**config.mk**
```make
export PLATFORM = sky130hd
export DESIGN_NAME = lc3_imm_ext_pipe
export DESIGN_NICKNAME = d
export VERILOG_FILES = /design/src/rtl/lc3_pkg.sv /design/src/rtl/lc3_field_ext.sv /design/src/rtl/lc3_imm_ext_pipe.sv
export SDC_FILE = /design/constraint.sdc
export NUM_CORES = 1
export LEC_CHECK = 0
export ABC_AREA = 1
export CAP_MARGIN = 10
export CORE_MARGIN = 2
export CORE_UTILIZATION = 46
export DETAILED_ROUTE_END_ITERATION = 6
export PLACE_DENSITY = 0.76
export SKIP_CTS_REPAIR_TIMING = 1
export SLEW_MARGIN = 25
export SYNTH_ARGS = -nofsm -noshare
export SYNTH_HDL_FRONTEND = slang
export SYNTH_SLANG_ARGS = --single-unit
```
**constraint.sdc**
```tcl
create_clock -name clk -period 1.72 [get_ports clk]
set_clock_uncertainty 0.05 [all_clocks]
set_input_delay 0.172 -clock clk [delete_from_list [all_inputs] [get_ports clk]]
set_output_delay 0.172 -clock clk [all_outputs]
set_load 0.05 [all_outputs]
```
**src/rtl/lc3_pkg.sv**
```systemverilog
// Shared constants and field-select encoding for the LC-3 immediate/offset generator.
package lc3_pkg;
  localparam int SEL_W = 3;

  typedef enum logic [SEL_W-1:0] {
    SEL_IMM5    = 3'd0,
    SEL_OFF6    = 3'd1,
    SEL_PCOFF9  = 3'd2,
    SEL_PCOFF11 = 3'd3,
    SEL_TRAP8   = 3'd4,
    SEL_ZERO    = 3'd5
  } sel_e;

  localparam int W_IMM5    = 5;
  localparam int W_OFF6    = 6;
  localparam int W_PCOFF9  = 9;
  localparam int W_PCOFF11 = 11;
  localparam int W_TRAP8   = 8;
endpackage

```
**src/rtl/lc3_field_ext.sv**
```systemverilog
// Combinational field extractor: picks an instruction field and extends it to DATA_W.
module lc3_field_ext
  import lc3_pkg::*;
#(
  parameter int DATA_W = 16
) (
  input  logic [15:0]       in_instr,
  input  logic [SEL_W-1:0]  in_sel,
  output logic [DATA_W-1:0] ext,
  output logic              err
);

  // Widest field is 11 bits, so DATA_W >= 11 keeps every shift below in range.
  function automatic logic [DATA_W-1:0] sext(input logic [15:0] v, input int w);
    logic [DATA_W-1:0] x;
    int sh;
    sh       = DATA_W - w;
    x        = '0;
    x[10:0]  = v[10:0];
    x        = x << sh;
    return $unsigned($signed(x) >>> sh);
  endfunction

  function automatic logic [DATA_W-1:0] zext(input logic [15:0] v, input int w);
    logic [DATA_W-1:0] x;
    int sh;
    sh       = DATA_W - w;
    x        = '0;
    x[10:0]  = v[10:0];
    return (x << sh) >> sh;
  endfunction

  always_comb begin
    ext = '0;
    err = 1'b0;
    case (in_sel)
      SEL_IMM5:    ext = sext(in_instr, W_IMM5);
      SEL_OFF6:    ext = sext(in_instr, W_OFF6);
      SEL_PCOFF9:  ext = sext(in_instr, W_PCOFF9);
      SEL_PCOFF11: ext = sext(in_instr, W_PCOFF11);
      SEL_TRAP8:   ext = zext(in_instr, W_TRAP8);
      SEL_ZERO:    ext = '0;
      default:     err = 1'b1;
    endcase
  end

endmodule

```
**src/rtl/lc3_imm_ext_pipe.sv**
```systemverilog
// Two-stage extend/add pipe with valid/ready handshake between the IR and the address/ALU muxes.
module lc3_imm_ext_pipe #(
  parameter int DATA_W = 16,
  parameter int SEL_W  = lc3_pkg::SEL_W
) (
  input  logic              clk,
  input  logic              rst_n,
  input  logic              in_valid,
  output logic              in_ready,
  input  logic [15:0]       in_instr,
  input  logic [SEL_W-1:0]  in_sel,
  input  logic              in_add,
  input  logic [DATA_W-1:0] in_base,
  output logic              out_valid,
  input  logic              out_ready,
  output logic [DATA_W-1:0] out_data,
  output logic              out_err,
  output logic              err_sticky,
  output logic [1:0]        occupancy
);

  logic [DATA_W-1:0] w_ext;
  logic              w_err;
  logic              w_s1_load;
  logic              w_s2_load;

  logic [2:1]        r_vld_pipe;
  logic [DATA_W-1:0] r_s1_ext;
  logic [DATA_W-1:0] r_s1_base;
  logic              r_s1_add;
  logic              r_s1_err;
  logic [DATA_W-1:0] r_s2_data;
  logic              r_s2_err;
  logic              r_err_sticky;

  lc3_field_ext #(.DATA_W(DATA_W)) u_field_ext (
    .in_instr (in_instr),
    .in_sel   (in_sel),
    .ext      (w_ext),
    .err      (w_err)
  );

  // S1 may accept whenever it is empty or will drain into S2 this cycle.
  assign in_ready  = !r_vld_pipe[1] | !r_vld_pipe[2] | out_ready;
  assign w_s1_load = in_valid & in_ready;
  assign w_s2_load = r_vld_pipe[1] & (!r_vld_pipe[2] | out_ready);

  always_ff @(posedge clk or negedge rst_n) begin
    if (!rst_n) begin
      r_vld_pipe   <= '0;
      r_s1_ext     <= '0;
      r_s1_base    <= '0;
      r_s1_add     <= 1'b0;
      r_s1_err     <= 1'b0;
      r_s2_data    <= '0;
      r_s2_err     <= 1'b0;
      r_err_sticky <= 1'b0;
    end else begin
      if (w_s1_load) begin
        r_vld_pipe[1] <= 1'b1;
        r_s1_ext      <= w_ext;
        r_s1_base     <= in_base;
        r_s1_add      <= in_add;
        r_s1_err      <= w_err;
      end else if (w_s2_load) begin
        r_vld_pipe[1] <= 1'b0;
      end

      if (w_s2_load) begin
        r_vld_pipe[2] <= 1'b1;
        r_s2_data     <= r_s1_add ? r_s1_ext + r_s1_base : r_s1_ext;
        r_s2_err      <= r_s1_err;
      end else if (r_vld_pipe[2] & out_ready) begin
        r_vld_pipe[2] <= 1'b0;
      end

      if (w_s1_load & w_err) r_err_sticky <= 1'b1;
    end
  end

  assign out_valid  = r_vld_pipe[2];
  assign out_data   = r_s2_data;
  assign out_err    = r_s2_err;
  assign err_sticky = r_err_sticky;
  assign occupancy  = {1'b0, r_vld_pipe[1]} + {1'b0, r_vld_pipe[2]};

endmodule

```
Word-level counts from Yosys, hierarchy flattened

Cells that the tools add are included.

Muxes and demuxes: 7
$add $sub $neg: 2
Reduce and logical (&&, ||, !) cells: 6
Bitwise operators: 7
Equal/unequal tests: 5

Operator list:

| kind                                                | count |
|---|---|
| one-hot mux 16 bit (5 select lines)                 | 1 |
| adder 16 bit                                        | 1 |
| 2-to-1 mux 16 bit                                   | 1 |
| equality test 3 x 2 -> 1 bit, second input constant | 2 |
| equality test 3 bit, second input constant          | 2 |
| OR reduction 6 bit                                  | 1 |
| 2-to-1 mux 1 bit                                    | 5 |
| bitwise AND 1 bit                                   | 4 |
| nonzero test 2 bit                                  | 2 |
| equality test 3 x 1 -> 1 bit, second input constant | 1 |
| logical NOT 3 bit                                   | 1 |
| OR 1 bit                                            | 3 |
| adder 1 x 1 -> 2 bit                                | 1 |
| logical NOT 1 bit                                   | 2 |

Output and inout bits: 22
Logic and storage cells: 36
Input bits: 40
Register bits after elaboration: 54

Longest topological paths before layout

Word-level depth: 5
Mapped depth: 11
Gate-level depth less buffers: 11

Modules after synthesis

Synthesis repeated with hierarchy kept, for this count alone.

Cells, all modules: 482
Area, all modules: 3393.3 µm²

Modules (own cells, without submodules):

| module           | sequential area each (µm²) | instances | cells an instance | area an instance (µm²) |
|---|---|---|---|---|
| lc3_imm_ext_pipe | 1351.3                     | 1         | 432               | 3134.3 |
| lc3_field_ext    | 0.0                        | 1         | 50                | 259.0 |

Least setup slack after synthesis

Ideal clock, no wire load.

Path kind: flip-flop to flip-flop
Start: register r_vld_pipe[2] (netlist bit)
End: register r_vld_pipe[1] (netlist bit)
Setup time: 0.130 ns
Data required time: 1.540 ns
Period minus slack after synthesis: 2.438 ns
Arrival time: 2.258 ns
Stages on the path, launching flop included: 7
Buffers on the path: 2
Setup slack: -0.718 ns
Path through: dfrtp_1 ha_1 nand2_1 nand2_1 buf_2 buf_2 o21ai_0

Word-level cells in the longest chain between the ends: 5
Elaborated cells on any way between the ends: 8
Those cells by class: mux (1); bitwise (5); reduce/logical (2)

Ends and longest elaborated chain:

| element                                                       | line                   | text |
|---|---|---|
| start: declaration                                            | lc3_imm_ext_pipe.sv:27 | `logic [2:1] r_vld_pipe;` |
| logical NOT 1 bit (*)                                         | lc3_imm_ext_pipe.sv:44 | `assign in_ready = !r_vld_pipe[1] \| !r_vld_pipe[2] \| out_ready;` |
| OR 1 bit (*) (2 in series)                                    | lc3_imm_ext_pipe.sv:44 |  |
| named net in_ready                                            | lc3_imm_ext_pipe.sv:9  | `output logic in_ready,` |
| bitwise AND 1 bit (*)                                         | lc3_imm_ext_pipe.sv:45 | `assign w_s1_load = in_valid & in_ready;` |
| 2-to-1 mux 1 bit / nonzero test 2 bit (equally long branches) | -                      |  |

The timed path passes the listed nets; every way through them passes the cells marked *.
A chain may end at the register's enable or synchronous reset.

Worst setup path in the final report

Start: register r_s1_ext[14]
End: register r_s2_data[15], in the netlist out_data[15]

Word-level cells in the longest chain between the ends: 2

Ends and longest elaborated chain:

| element                  | line                   | text |
|---|---|---|
| start: declaration       | lc3_imm_ext_pipe.sv:28 | `logic [DATA_W-1:0] r_s1_ext;` |
| start signal: assignment | lc3_imm_ext_pipe.sv:61 | `r_s1_ext <= w_ext;` |
| adder 16 bit             | lc3_imm_ext_pipe.sv:71 | `r_s2_data <= r_s1_add ? r_s1_ext + r_s1_base : r_s1_ext;` |
| 2-to-1 mux 16 bit        | lc3_imm_ext_pipe.sv:71 |  |
| end signal: assignment   | lc3_imm_ext_pipe.sv:71 |  |
| end: declaration         | lc3_imm_ext_pipe.sv:32 | `logic [DATA_W-1:0] r_s2_data;` |

Every way passes these cells.

==> flow_metrics.env <==
export IMPL_drtAntennaViolNets=0
export IMPL_synth_compound_area_share_pct=9.169
export IMPL_leakage_nw=2.130
export IMPL_dieWidth_microns=83.68
export IMPL_crit_required_ns=1.91
export IMPL_ios=62
export IMPL_clkSinkCount=49
export IMPL_syn_inst=408
export IMPL_grt_pass1_vias=2625
export IMPL_coreArea_sq_um=6241
export IMPL_tritoncts="built"
export IMPL_post_route_min_period_ns=1.829
export IMPL_setup_ws_ns=-0.1090
export IMPL_drt_iter0_drc=241
export IMPL_antennaDiodeCount=0
export IMPL_failed_checks="setup timing"
export IMPL_syn_nets=465
export IMPL_p_per_area_nw_per_um2=1151
export IMPL_slew_viol_final=0
export IMPL_fin_nets=548
export IMPL_relSlewSlack_pct=66.37
export IMPL_crit_path_start_kind="register"
export IMPL_wl_per_cell_microns=14.43
export IMPL_tightest_slew_ns=0.5044
export IMPL_synthSimpleGateAreaFrac_pct=32.60
export IMPL_dp_cells=556
export IMPL_critPathMaxFanout=7
export IMPL_synthMuxAreaShare_pct=0
export IMPL_synth_top_family_by_area="simple AND/OR/NAND/NOR gates"
export IMPL_hold_ws_ns=0.3183
export IMPL_htreeDepth=2
export IMPL_grt_pass1_wl_microns=12160
export IMPL_arrival_ns=2.02
export IMPL_fin_setup_tns_ns=-0.3303
export IMPL_drc=0
export IMPL_cts_buffers=5
export IMPL_rsz0062_at_grt="true"
export IMPL_cpPeakStageDelay_ns=0.53
export IMPL_fin_crit_sh_pct=106.3
export IMPL_hpwl_microns=5455
export IMPL_hp_class="primary input to asynchronous set/reset pin"
export IMPL_grt_overflow=0
export IMPL_grt_start_max_net_pins=30
export IMPL_synth_fa_ha_area_share_pct=7.541
export IMPL_die_h_microns=83.68
export IMPL_fmax_mhz=546.8
export IMPL_vias=2986
export IMPL_insertion_delay_ns=0.31
export IMPL_maxCapViolCount=0
export IMPL_post_place_ws_ns=-0.1447
export IMPL_rows=29
export IMPL_drt_first_pass_iters=4
export IMPL_avgViaCountPerCell=5.248
export IMPL_syn_area_per_cell_sq_um=7.158
export IMPL_synth_seq_area_share_pct=41.99
export IMPL_drive_gt1_share_pct=28.46
export IMPL_gp_congestion=0.9054
export IMPL_floorplan_initialDensity_pct=46.79
export IMPL_finalPower_mw=4.840
export IMPL_crit_slowest_cell="dfrtp_2"
export IMPL_ir_worst_vdd_mv=0.6497
export IMPL_postRouteWirelength_microns=8208
export IMPL_status="complete, but fails checks"
export IMPL_grt_usage_pct=21.12
export IMPL_final_cells=569
export IMPL_setup_viol=8
export IMPL_syn_area_sq_um=2920
export IMPL_clock_path_buffers=2
export IMPL_clock_root_buffer="clkbuf_8"
export IMPL_antenna_found_initial=0
export IMPL_io_buffers=56
export IMPL_synth_cell_types=28
export IMPL_die_area_sq_um=7002
export IMPL_yosys_register_bits=49
export IMPL_syn2layout_area_growth_pct=44.04
export IMPL_timing_hold_violations_final=0
export IMPL_synth_warnings=0
export IMPL_endpoint_kind="register"
export IMPL_path_clk_slew_ns=0.10
export IMPL_synth_xor_area_share_pct=0.8997
export IMPL_path_cells="ha_4 -> nand2_4 -> inv_2 -> nand2_2 -> nand2_2 -> a21oi_2 -> nand2_1 -> nand2_1 -> nand3_2 -> a21oi_2"
export IMPL_crit_type="register to register"
-- final timing paths --
kind / start / to / slack (ns) / cells past startpoint
max in group asynchronous: rst_n / r_s1_ext[14] / 0.76 / 3
worst max-delay path: r_s1_ext[14] / out_data[15] / -0.11 / 10
worst min register to register: err_sticky / err_sticky / 0.44 / 2
worst min-delay path: rst_n / r_s1_ext[3] / 0.32 / 2
worst max register to register: r_s1_ext[14] / out_data[15] / -0.11 / 10
min in group clk: in_base[11] / r_s1_base[11] / 0.34 / 3
-- metrics by stage --
step	instance area, sq um	util (%)
5_1_grt	4207	67.40
3_3_place_gp	3747	60.04
6_report	4207	67.40
4_1_cts	3844	61.59
2_1_floorplan	2944	-
3_5_place_dp	3747	60.04
-- layer usage --
layer	GRT usage, %	routed length (microns)
met1	29.16	3577
met2	34.25	3943
met3	2.671	461
met4	7.625	225
met5	0	0
-- flip-flops by register name, indices dropped and copies added (netlist names) --
register and cells:
err_sticky 1, out_data 16, out_err 1, r_s1_add 1
r_s1_base 16, r_s1_err 1, r_s1_ext 11, r_vld_pipe 2
-- power breakdown --
part | switching (mW) | internal (mW) | total (mW)
Combinational | 1.54 | 0.970 | 2.51
Clock | 0.404 | 0.327 | 0.731
Sequential | 0.200 | 1.39 | 1.59
Total | 2.15 | 2.69 | 4.84
-- worst max-delay path, delay by kind of cell, from the launching register on --
family	cells	cell delay (ns)
fa+ha+maj	1	0.29
flops	1	0.53
buf+inv	1	0.05
simple gates	6	0.50
compound gates	2	0.33
-- layout by cell type, fill, tap and decap left out, types with 4 or more instances in the layout --
cell             synthesis  routed
nand3_1                 25      15
inv_2                    4       8
a21oi_2                  0       6
ha_4                     0      12
o21ai_1                  2       4
a21oi_1                 29      22
dfrtp_1                 49      47
nand2_4                  0       4
nand2_2                  4      25
buf_4                    0      46
nand4_1                  4       4
nand3_2                  0      10
buf_12                   0       5
clkbuf_8                 0       6
clkdlybuf4s50_1          0      33
nor2_1                  27      24
inv_1                   45      41
o21ai_0                 13      11
nand2_1                155     130
a31oi_1                  5       5
-- cells by family (layout without fill, tap and decap cells) --
family	count (synthesis)	after routing
XOR/XNOR	3	3
AO/OA/AOI/OAI	51	51
buffers and inverters	59	143
AND/OR/NAND/NOR	229	229
adder cells (fa/ha/maj)	17	17
flip-flops	49	49
-- cells in the mapped netlist --
master / n / share of area [%]
a21oi_1: 29 / 5.0
inv_2: 4 / 0.51
or2_2: 1 / 0.21
xor2_1: 2 / 0.60
dfrtp_1: 49 / 42
nand3_1: 25 / 4.3
nor3_2: 1 / 0.34
nand3b_1: 3 / 0.77
and2_4: 1 / 0.30
o21ai_1: 2 / 0.34
o21ai_2: 1 / 0.30
a21o_1: 1 / 0.26
buf_2: 5 / 0.86
buf_1: 1 / 0.13
nor3_1: 3 / 0.51
nand2_2: 4 / 0.86
clkbuf_1: 4 / 0.51
a31oi_1: 5 / 1.1
o21ai_0: 13 / 2.2
and2_1: 2 / 0.43
or2_1: 3 / 0.64
ha_1: 16 / 6.9
xnor2_1: 1 / 0.30
fa_1: 1 / 0.69
inv_1: 45 / 5.8
nand2_1: 155 / 20
nor2_1: 27 / 3.5
nand4_1: 4 / 0.86
-- cell type report --
cell class | count | area (sq um)
Timing Repair Buffer | 86 | 790.8
Clock inverter | 2 | 13.76
Fill cell | 502 | 2034
Inverter | 49 | 183.9
Multi-Input combinational cell | 300 | 1810
Sequential cell | 49 | 1229
Clock buffer | 6 | 82.58
Tap cell | 77 | 96.34
(Power assumes the default switching activity.)
